## src/rtl/uart_pkg.sv

```systemverilog
// rtl/uart_pkg.sv - UART shared definitions: RX state encodings, default oversample, parity sense
package uart_pkg;

    // Receiver states; the TX side reuses the oversample and parity constants.
    typedef enum logic [2:0] {
        ST_IDLE   = 3'd0,
        ST_START  = 3'd1,
        ST_DATA   = 3'd2,
        ST_PARITY = 3'd3,
        ST_STOP   = 3'd4,
        ST_BREAK  = 3'd5
    } rx_state_t;

    localparam int UART_OVERSAMPLE_DEFAULT = 16;

    localparam bit UART_PARITY_EVEN = 1'b0;
    localparam bit UART_PARITY_ODD  = 1'b1;

    // 2-of-3 vote used to reject a single corrupted sample.
    function automatic logic majority3(input logic a, input logic b, input logic c);
        return (a & b) | (a & c) | (b & c);
    endfunction

endpackage

```

## src/rtl/uart_rx_sync.sv

```systemverilog
// rtl/uart_rx_sync.sv - rxd 2-flop synchronizer plus 3-sample majority history
module uart_rx_sync
    import uart_pkg::*;
#(
    parameter bit MAJORITY_EN = 1'b0
) (
    input  logic clk,
    input  logic reset,
    input  logic i_sample_en,
    input  logic i_rxd,
    output logic o_rxd_sync,
    output logic o_rxd_bit
);

    logic       r_sync1;
    logic       r_sync2;
    logic [1:0] r_hist;

    // Two-stage metastability guard; runs every clk regardless of sample_en.
    always_ff @(posedge clk or posedge reset) begin
        if (reset) begin
            r_sync1 <= 1'b1;
            r_sync2 <= 1'b1;
        end else begin
            r_sync1 <= i_rxd;
            r_sync2 <= r_sync1;
        end
    end

    // Keeps the two previous oversample ticks so the decision tick can vote with them.
    always_ff @(posedge clk or posedge reset) begin
        if (reset) begin
            r_hist <= 2'b11;
        end else if (i_sample_en) begin
            r_hist <= {r_hist[0], r_sync2};
        end
    end

    assign o_rxd_sync = r_sync2;
    assign o_rxd_bit  = MAJORITY_EN ? majority3(r_sync2, r_hist[0], r_hist[1]) : r_sync2;

endmodule

```

## src/rtl/uart_rx.sv

```systemverilog
// rtl/uart_rx.sv - oversampling UART receiver (8 data, parity, 1 stop); UART_RX_MAJORITY_EN selects 2-of-3 bit voting
module uart_rx
    import uart_pkg::*;
#(
    parameter int OVERSAMPLE = UART_OVERSAMPLE_DEFAULT,
    parameter bit PARITY_ODD = UART_PARITY_EVEN
) (
    input  logic       clk,
    input  logic       reset,
    input  logic       sample_en,
    input  logic       rxd,
    input  logic       rx_ready,
    output logic [7:0] rx_data,
    output logic       rx_valid,
    output logic       parity_err,
    output logic       frame_err,
    output logic       overrun,
    output logic       busy
);

    localparam int CW = $clog2(OVERSAMPLE);
    localparam logic [CW-1:0] C_HALF = CW'(OVERSAMPLE / 2 - 1);
    localparam logic [CW-1:0] C_LAST = CW'(OVERSAMPLE - 1);

`ifdef UART_RX_MAJORITY_EN
    localparam bit MAJ_EN = 1'b1;
`else
    localparam bit MAJ_EN = 1'b0;
`endif

    logic            w_rxd_sync;
    logic            w_bit;

    rx_state_t       r_state;
    logic [CW-1:0]   r_cnt;
    logic [2:0]      r_bit_idx;
    logic [7:0]      r_shift;
    logic            r_perr;
    logic [7:0]      r_rx_data;
    logic            r_rx_valid;
    logic            r_parity_err;
    logic            r_frame_err;
    logic            r_overrun;

    uart_rx_sync #(
        .MAJORITY_EN (MAJ_EN)
    ) u_sync (
        .clk         (clk),
        .reset       (reset),
        .i_sample_en (sample_en),
        .i_rxd       (rxd),
        .o_rxd_sync  (w_rxd_sync),
        .o_rxd_bit   (w_bit)
    );

    // Frame FSM plus output handshake; the handshake runs every clk, the FSM only on sample ticks.
    always_ff @(posedge clk or posedge reset) begin
        if (reset) begin
            r_state      <= ST_IDLE;
            r_cnt        <= '0;
            r_bit_idx    <= '0;
            r_shift      <= '0;
            r_perr       <= 1'b0;
            r_rx_data    <= '0;
            r_rx_valid   <= 1'b0;
            r_parity_err <= 1'b0;
            r_frame_err  <= 1'b0;
            r_overrun    <= 1'b0;
        end else begin
            r_overrun <= 1'b0;
            if (r_rx_valid && rx_ready) begin
                r_rx_valid <= 1'b0;
            end

            if (sample_en) begin
                case (r_state)
                    ST_IDLE: begin
                        if (!w_rxd_sync) begin
                            r_state <= ST_START;
                            r_cnt   <= '0;
                        end
                    end
                    ST_START: begin
                        if (r_cnt == C_HALF) begin
                            r_cnt     <= '0;
                            r_bit_idx <= '0;
                            r_state   <= w_rxd_sync ? ST_IDLE : ST_DATA;
                        end else begin
                            r_cnt <= r_cnt + 1'b1;
                        end
                    end
                    ST_DATA: begin
                        if (r_cnt == C_LAST) begin
                            r_cnt   <= '0;
                            r_shift <= {w_bit, r_shift[7:1]};
                            if (r_bit_idx == 3'd7) begin
                                r_state <= ST_PARITY;
                            end else begin
                                r_bit_idx <= r_bit_idx + 1'b1;
                            end
                        end else begin
                            r_cnt <= r_cnt + 1'b1;
                        end
                    end
                    ST_PARITY: begin
                        if (r_cnt == C_LAST) begin
                            r_cnt   <= '0;
                            r_perr  <= ((^r_shift) ^ w_bit) != PARITY_ODD;
                            r_state <= ST_STOP;
                        end else begin
                            r_cnt <= r_cnt + 1'b1;
                        end
                    end
                    ST_STOP: begin
                        if (r_cnt == C_LAST) begin
                            r_cnt        <= '0;
                            r_rx_data    <= r_shift;
                            r_parity_err <= r_perr;
                            r_frame_err  <= !w_bit;
                            r_rx_valid   <= 1'b1;
                            if (r_rx_valid && !rx_ready) begin
                                r_overrun <= 1'b1;
                            end
                            r_state <= w_bit ? ST_IDLE : ST_BREAK;
                        end else begin
                            r_cnt <= r_cnt + 1'b1;
                        end
                    end
                    ST_BREAK: begin
                        if (w_rxd_sync) begin
                            r_cnt   <= '0;
                            r_state <= ST_IDLE;
                        end
                    end
                    default: begin
                        r_cnt   <= '0;
                        r_state <= ST_IDLE;
                    end
                endcase
            end
        end
    end

    assign rx_data    = r_rx_data;
    assign rx_valid   = r_rx_valid;
    assign parity_err = r_parity_err;
    assign frame_err  = r_frame_err;
    assign overrun    = r_overrun;
    assign busy       = (r_state != ST_IDLE);

endmodule

```

## config.mk

```make
export PLATFORM = sky130hd
export DESIGN_NAME = uart_rx
export DESIGN_NICKNAME = d
export VERILOG_FILES = /design/src/rtl/uart_pkg.sv /design/src/rtl/uart_rx_sync.sv /design/src/rtl/uart_rx.sv
export SDC_FILE = /design/constraint.sdc
export NUM_CORES = 1
export LEC_CHECK = 0
export ABC_AREA = 1
export CAP_MARGIN = 20
export CELL_PAD_IN_SITES_DETAIL_PLACEMENT = 1
export CELL_PAD_IN_SITES_GLOBAL_PLACEMENT = 1
export CORE_UTILIZATION = 30
export DETAILED_ROUTE_END_ITERATION = 12
export DONT_BUFFER_PORTS = 1
export HOLD_SLACK_MARGIN = 0.05
export PLACE_DENSITY_LB_ADDON = 0.1
export SETUP_SLACK_MARGIN = 0.4
export SKIP_LAST_GASP = 1
export SLEW_MARGIN = 5
export SYNTH_ARGS = -nofsm -noshare
export SYNTH_HDL_FRONTEND = slang
export SYNTH_SLANG_ARGS = --single-unit
```

## constraint.sdc

```tcl
create_clock -name clk -period 1.7 [get_ports clk]
set_clock_uncertainty 0.15 [all_clocks]
set_input_delay 0.255 -clock clk [delete_from_list [all_inputs] [get_ports clk]]
set_output_delay 0.255 -clock clk [all_outputs]
set_load 0.1 [all_outputs]
```

==> flow_metrics.py, run 1 <==
metrics = {
    "outcome": {
        "outcome": "completed",
    },
    "clocking": {
        "cts-root-buf": "clkbuf_8",
        "numCtsBuffers": 5,
        "numClockSinks": 33,
        "cts_tree": "built",
        "cts_buffer_depth": 2,
        "path_clk_slew_ns": 0.07,
        "htreeDepth": 2,
        "clock_latency_ns": 0.28,
    },
    "run": {
        "drv_cap": 0,
    },
    "routing": {
        "m1WireLength_mm": 1.98,
        "wirelength_mm": 4.86,
        "route.met3.wl_um": 114,
        "wl_per_cell_um": 15.0,
        "highest_layer": "met4",
        "drc": 0,
        "met2WireLength_mm": 2.72,
        "ant_nets": 0,
        "via_per_inst": 4.67,
        "via_count": 1508,
        "first_pass_iters": 4,
        "drt_iter0_drc": 48,
    },
    "sta": {
        "rsz0062_at_grt": "true",
        "drv_slew": 0,
        "setup_violations": 0,
        "fmax_ghz": 0.611,
        "hold_viol": 0,
        "maxSlewHeadroom_pct": 69.9,
        "min_period_ns": 1.64,
        "finalCritPeriodShare_pct": 96.2,
        "worst_slew_pin_slew_ns": 0.451,
    },
    "layout": {
        "fin_util_pct": 47.6,
        "fillers": 631,
        "drive_gt1_share_pct": 52.2,
        "finalNetCount": 258,
        "area_growth_syn_to_layout_pct": 52.8,
        "diodes": 0,
        "post_layout_nonfiller_instances": 323,
        "multi_input_area_um2": 1040,
        "design_area_um2": 2620,
        "seqCellArea_um2": 871,
    },
    "synth": {
        "yosysWarnings": 0,
        "yosysTopAreaCell": "dfrtp_1",
        "ys_types": 31,
        "synth_top_area_share_pct": 45.3,
        "seq_area_frac_synth_pct": 48.3,
        "synth.area.top_cells": "dfrtp_1 45%, nand2_1 15%, inv_1 6.8%",
        "syn_area_per_cell_um2": 8.16,
        "syn_nets": 218,
        "synth_area_um2": 1710,
        "ys_seq_elements": 33,
        "syn_inst": 210,
    },
    "grt": {
        "grtUsageTotal_pct": 17.1,
        "grt_overflow": 0,
        "grt_pass1_wl_mm": 7.87,
        "grt_pass1_vias": 1608,
        "antenna_found_initial": 0,
        "grt_max_degree": 34,
    },
    "pwr": {
        "power.leakage_nw": 1.20,
        "pwr_density_cell_nw_per_um2": 1100,
        "irDropWorstVdd_mv": 1.28,
    },
    "placement": {
        "dp_hpwl_mm": 2.91,
        "port_buffers": 0,
        "post_dp_cell_area_um2": 1880,
        "finalWeightedCongestion": 0.798,
        "place_inst": 286,
    },
    "die": {
        "core_area_um2": 5510,
        "die_h_um": 77.6,
        "rows": 27,
        "die_w_um": 77.6,
        "initial_core_util_pct": 31.1,
        "fp.dieArea_um2": 6020,
        "ios": 18,
    },
    "worst_setup_path": {
        "worst_ep_arrival_time_ns": 1.65,
        "start_kind": "register",
        "reg2reg_from": "r_cnt[0]",
        "crit_fanout": 5,
        "endpoint_kind": "register",
        "rr_endpoint": "parity_err",
        "reg2reg_setup_slack_ns": 0.06,
        "crit_type": "register to register",
        "rr_worst_depth": 7,
        "cp_data_required_time_ns": 1.71,
    },
    "hold_path": {
        "hold_path_depth": 4,
        "min_to": "r_bit_idx[0]",
        "hold_path.class": "input port to register",
        "hp-start": "sample_en",
    },
}
==> final cells by class <==
type	instances	share of cell area [%]
Clock inverter	3	0.669
Inverter	33	5.21
Clock buffer	5	2.63
Multi-Input combinational cell	142	39.5
Timing Repair Buffer	35	15.3
Tap cell	72	3.44
Sequential cell	33	33.2
==> cell usage in the layout, fill, tap and decap left out, drive strengths merged <==
cell type and n:
a21oi 4, a22oi 1, buf 30, clkbuf 7, clkinv 2, clkinvlp 1
dfrtp 31, dfstp 2, dlygate4sd3 3, ha 3, inv 33, mux2 1
nand2 75, nand3 10, nand4 2, nor2 14, nor3 1, o211ai 1
o21ai 29, xnor2 1
==> layer usage <==
| layer | vias to the layer above | track usage [%] |
|---|---|---|
| li1 | 741 | - |
| met1 | 748 | 18.3 |
| met2 | 15 | 31.8 |
| met3 | 4 | 5.06 |
| met4 | 0 | 5.66 |
| met5 | - | 0 |
==> power by group <==
part / leakage [nW] / switching (mW) / total (mW) / internal (mW)
registers: 0.423 / 0.0994 / 0.965 / 0.866
logic: 0.733 / 0.798 / 1.35 / 0.548
clock network: 0.0439 / 0.298 / 0.581 / 0.282
==> Yosys cell counts <==
| cell | number |
|---|---|
| o21ai_0 | 16 |
| inv_2 | 2 |
| a22oi_1 | 1 |
| nand3_1 | 6 |
| dfstp_2 | 2 |
| nand3_2 | 3 |
| inv_1 | 31 |
| a21oi_1 | 2 |
| o21ai_4 | 1 |
| a21oi_4 | 1 |
| nand4_2 | 1 |
| nor2_8 | 1 |
| nand4_1 | 1 |
| nor2_4 | 1 |
| a21oi_2 | 1 |
| buf_6 | 1 |
| o21ai_2 | 1 |
| nand2_1 | 70 |
| buf_2 | 2 |
| nand2_2 | 3 |
| nor3_1 | 1 |
| nor2_2 | 1 |
| nand2_4 | 1 |
| nor2_1 | 11 |
| nand3_4 | 1 |
| o211ai_1 | 1 |
| o21ai_1 | 11 |
| dfrtp_1 | 31 |
| xnor2_1 | 1 |
| ha_1 | 3 |
| mux2_2 | 1 |
==> repair_timing <==
action | 4_1_cts | 5_1_grt
setup endpoints to repair | 44 | 44
hold buffers | 3 | 0
resized for setup | 54 | 68
hold endpoints to repair | 34 | 0
cloned | 1 | 3
setup buffers | 15 | 7
pin swaps | 10 | 21
==> worst max-delay path by stage <==
stage,slack [ns],end,start,depth (start not counted)
global route,0.02,r_bit_idx[0],r_bit_idx[1],8
floorplan,0.06,r_cnt[3],r_state[0],7
global placement,0.1,r_bit_idx[0],r_state[2],8
CTS,0.13,r_shift[7],r_cnt[0],9
finish,0.06,parity_err,r_cnt[0],7
detailed placement,-0.005,r_bit_idx[2],r_state[2],8
==> registers in the layout, indices dropped and copies added, names as in the netlist <==
name              flops
r_state               3
r_cnt                 4
rx_valid              1
u_sync.r_sync1        1
rx_data               8
r_perr                1
frame_err             1
r_bit_idx             3
parity_err            1
overrun               1
u_sync.o_rxd_bit      1
r_shift               8
==> critical path: stages, from the launching register on <==
cell	delay [ns]
dfrtp_1	0.40
ha_4	0.16
nand2_4	0.07
inv_4	0.07
nand2_4	0.06
nor2_4	0.15
nand2_4	0.14
mux2_4	0.32
==> stage by stage <==
| stage | TNS, ns | hold slack (ns) | worst slack (ns) | total power, mW |
|---|---|---|---|---|
| 6_report | 0 | 0.158 | 0.0639 | 2.89 |
| 5_1_grt | 0 | 0.171 | 0.0194 | 3.07 |
| 4_1_cts | 0 | 0.123 | 0.128 | 2.72 |
| 3_5_place_dp | -0.00511 | 0.110 | -0.00511 | 1.84 |
| 3_3_place_gp | 0 | 0.110 | 0.0988 | 1.79 |
| 2_1_floorplan | 0 | 0.109 | 0.0567 | 1.64 |
==> cell families after synthesis <==
kind of cell | synth area share (%)
xor+xnor | 0.511
compound gates | 12.3
flops | 48.3
mux | 0.657
fa+ha+maj | 2.19
simple gates | 27.6
buf+inv | 8.47
Note: power is estimated with default switching activity, not from simulation.
==> run 2: changes to the inputs <==
--- a/config.mk
+++ b/config.mk
@@ -8,7 +8,7 @@
 export ABC_AREA = 1
 export CAP_MARGIN = 20
 export CELL_PAD_IN_SITES_DETAIL_PLACEMENT = 1
-export CELL_PAD_IN_SITES_GLOBAL_PLACEMENT = 1
+export CELL_PAD_IN_SITES_GLOBAL_PLACEMENT = 2
 export CORE_UTILIZATION = 30
 export DETAILED_ROUTE_END_ITERATION = 12
 export DONT_BUFFER_PORTS = 1
==> run 2 against run 1 <==
  * Hold slack hardly changed
  * Routed wire length fell by 12%
  * Via count decreased by 4.1%
  * First-iteration DRC count fell by 21%
  * Critical endpoint is now r_bit_idx[0]
  * Largest power group unchanged
==> flow_metrics.py, run 2 (synthesized netlist as in run 1, its figures left out) <==
metrics = {
    "routing": {
        "ant_nets": 0,
        "via_per_inst": 4.63,
        "drc": 0,
        "wl_per_cell_um": 13.7,
        "first_pass_iters": 4,
        "wirelength_mm": 4.27,
        "drt_iter0_drc": 38,
        "via_count": 1446,
    },
    "sta": {
        "worst_slew_pin_slew_ns": 0.450,
        "holdWs_ns": 0.157,
        "fmax_ghz": 0.633,
        "maxSlewHeadroom_pct": 70.0,
        "min_period_ns": 1.58,
        "rsz0062_at_grt": "true",
        "finalCritPeriodShare_pct": 92.9,
        "finalSetupTns_ns": 0,
        "drv_slew": 0,
        "setup_violations": 0,
        "hold_viol": 0,
    },
    "outcome": {
        "outcome": "completed",
    },
    "placement": {
        "finalWeightedCongestion": 0.770,
        "dp_hpwl_mm": 2.84,
        "port_buffers": 0,
        "place_inst": 286,
    },
    "die": {
        "rows": 27,
        "core_area_um2": 5510,
        "fp.dieArea_um2": 6020,
        "ios": 18,
        "die_w_um": 77.6,
        "die_h_um": 77.6,
        "initial_core_util_pct": 31.1,
    },
    "worst_setup_path": {
        "rr_worst_depth": 9,
        "cp_data_required_time_ns": 1.72,
        "worst_ep_arrival_time_ns": 1.60,
        "crit_fanout": 4,
        "crit_type": "register to register",
        "start_kind": "register",
        "endpoint_kind": "register",
    },
    "clocking": {
        "clock_latency_ns": 0.28,
        "htreeDepth": 2,
        "cts_buffer_depth": 2,
        "path_clk_slew_ns": 0.07,
        "numClockSinks": 33,
        "cts_tree": "built",
        "cts-root-buf": "clkbuf_8",
        "numCtsBuffers": 5,
    },
    "grt": {
        "antenna_found_initial": 0,
        "grt_max_degree": 34,
        "grt_overflow": 0,
        "grt_pass1_wl_mm": 7.40,
        "grtUsageTotal_pct": 15.9,
        "grt_pass1_vias": 1548,
    },
    "pwr": {
        "pwr_density_cell_nw_per_um2": 1210,
        "power.leakage_nw": 1.09,
        "power_mw": 2.75,
        "irDropWorstVdd_mv": 1.48,
    },
    "layout": {
        "area_growth_syn_to_layout_pct": 33.3,
        "fin_util_pct": 41.5,
        "fillers": 655,
        "layout_common_cells": "64 x nand2_1, 27 x inv_1, 20 x o21ai_1",
        "diodes": 0,
        "mostFrequentLayoutCell": "nand2_1",
        "finalNetCount": 247,
        "post_layout_nonfiller_instances": 312,
        "drive_gt1_share_pct": 32.9,
    },
    "hold_path": {
        "hold_path.class": "input port to register",
        "hold_path_depth": 4,
    },
    "run": {
        "drv_cap": 0,
    },
}
run 2: cell types whose count changed in the layout (fill, tap and decap cells not counted), moves of 3 or more:
cell	delta
o21ai_0	+3
o21ai_1	+5
ha_2	+3
o21ai_2	-8
inv_1	+6
ha_4	-3
inv_2	-4
nand2_2	-13
nand2_4	-9
nand2_1	+22
buf_6	-4
run 2: where the power goes:
group          switching [mW]  total, mW  leakage [nW]  internal [mW]
registers              0.0788      0.943         0.426          0.864
clock network           0.291      0.658        0.0542          0.366
logic                   0.710       1.15         0.609          0.443
run 2: routing by layer:
layer  vias up  global-route usage (%)  wire length, um
li1        715                       -                -
met1       712                    18.3             1940
met2        14                    28.4             2190
met3         5                    4.35              100
met4         0                    5.09               46
met5         -                       0                0
run 2: layout make-up:
type	instances	area [um^2]	share of cell area, %
Timing Repair Buffer	25	260	11.4
Clock inverter	1	5.00	0.219
Sequential cell	33	868	38.0
Clock buffer	7	96.3	4.22
Multi-Input combinational cell	141	833	36.5
Tap cell	72	90.1	3.94
Inverter	33	131	5.75
run 2: metrics by stage:
step / setup WS [ns] / instance area, um^2
finish: 0.121 / 2280
global route: 0.0525 / 2280
CTS: 0.135 / 2220
detailed placement: -0.0225 / 1880
global placement: 0.0927 / 1880
floorplan: 0.0567 / 1750
run 2: final timing paths:
path / slack (ns) / startpoint / end
max in group asynchronous: 0.66 / reset / frame_err
setup / recovery: 0.12 / r_cnt[1] / r_bit_idx[0]
hold reg to reg: 0.21 / u_sync.r_sync1 / u_sync.o_rxd_bit
setup reg to reg: 0.12 / r_cnt[1] / r_bit_idx[0]
min in group asynchronous: 0.38 / reset / overrun
hold / removal: 0.16 / sample_en / r_bit_idx[1]
run 2: critical path, cell delays in order, from the launching register on:
cell and delay (ns):
dfrtp_1 0.36, ha_2 0.21, nand2_4 0.07, inv_4 0.06, buf_6 0.09, nand4_4 0.11, a21oi_4 0.21, inv_2 0.08
nand2_1 0.06, o21ai_1 0.06
run 2: repair_timing:
item	CTS	global route
pin swaps	6	5
resized for setup	39	12
setup buffers	10	4
gates cloned	1	0
hold buffers	3	0
endpoints found under the hold margin	34	0
endpoints found under the setup margin	44	43
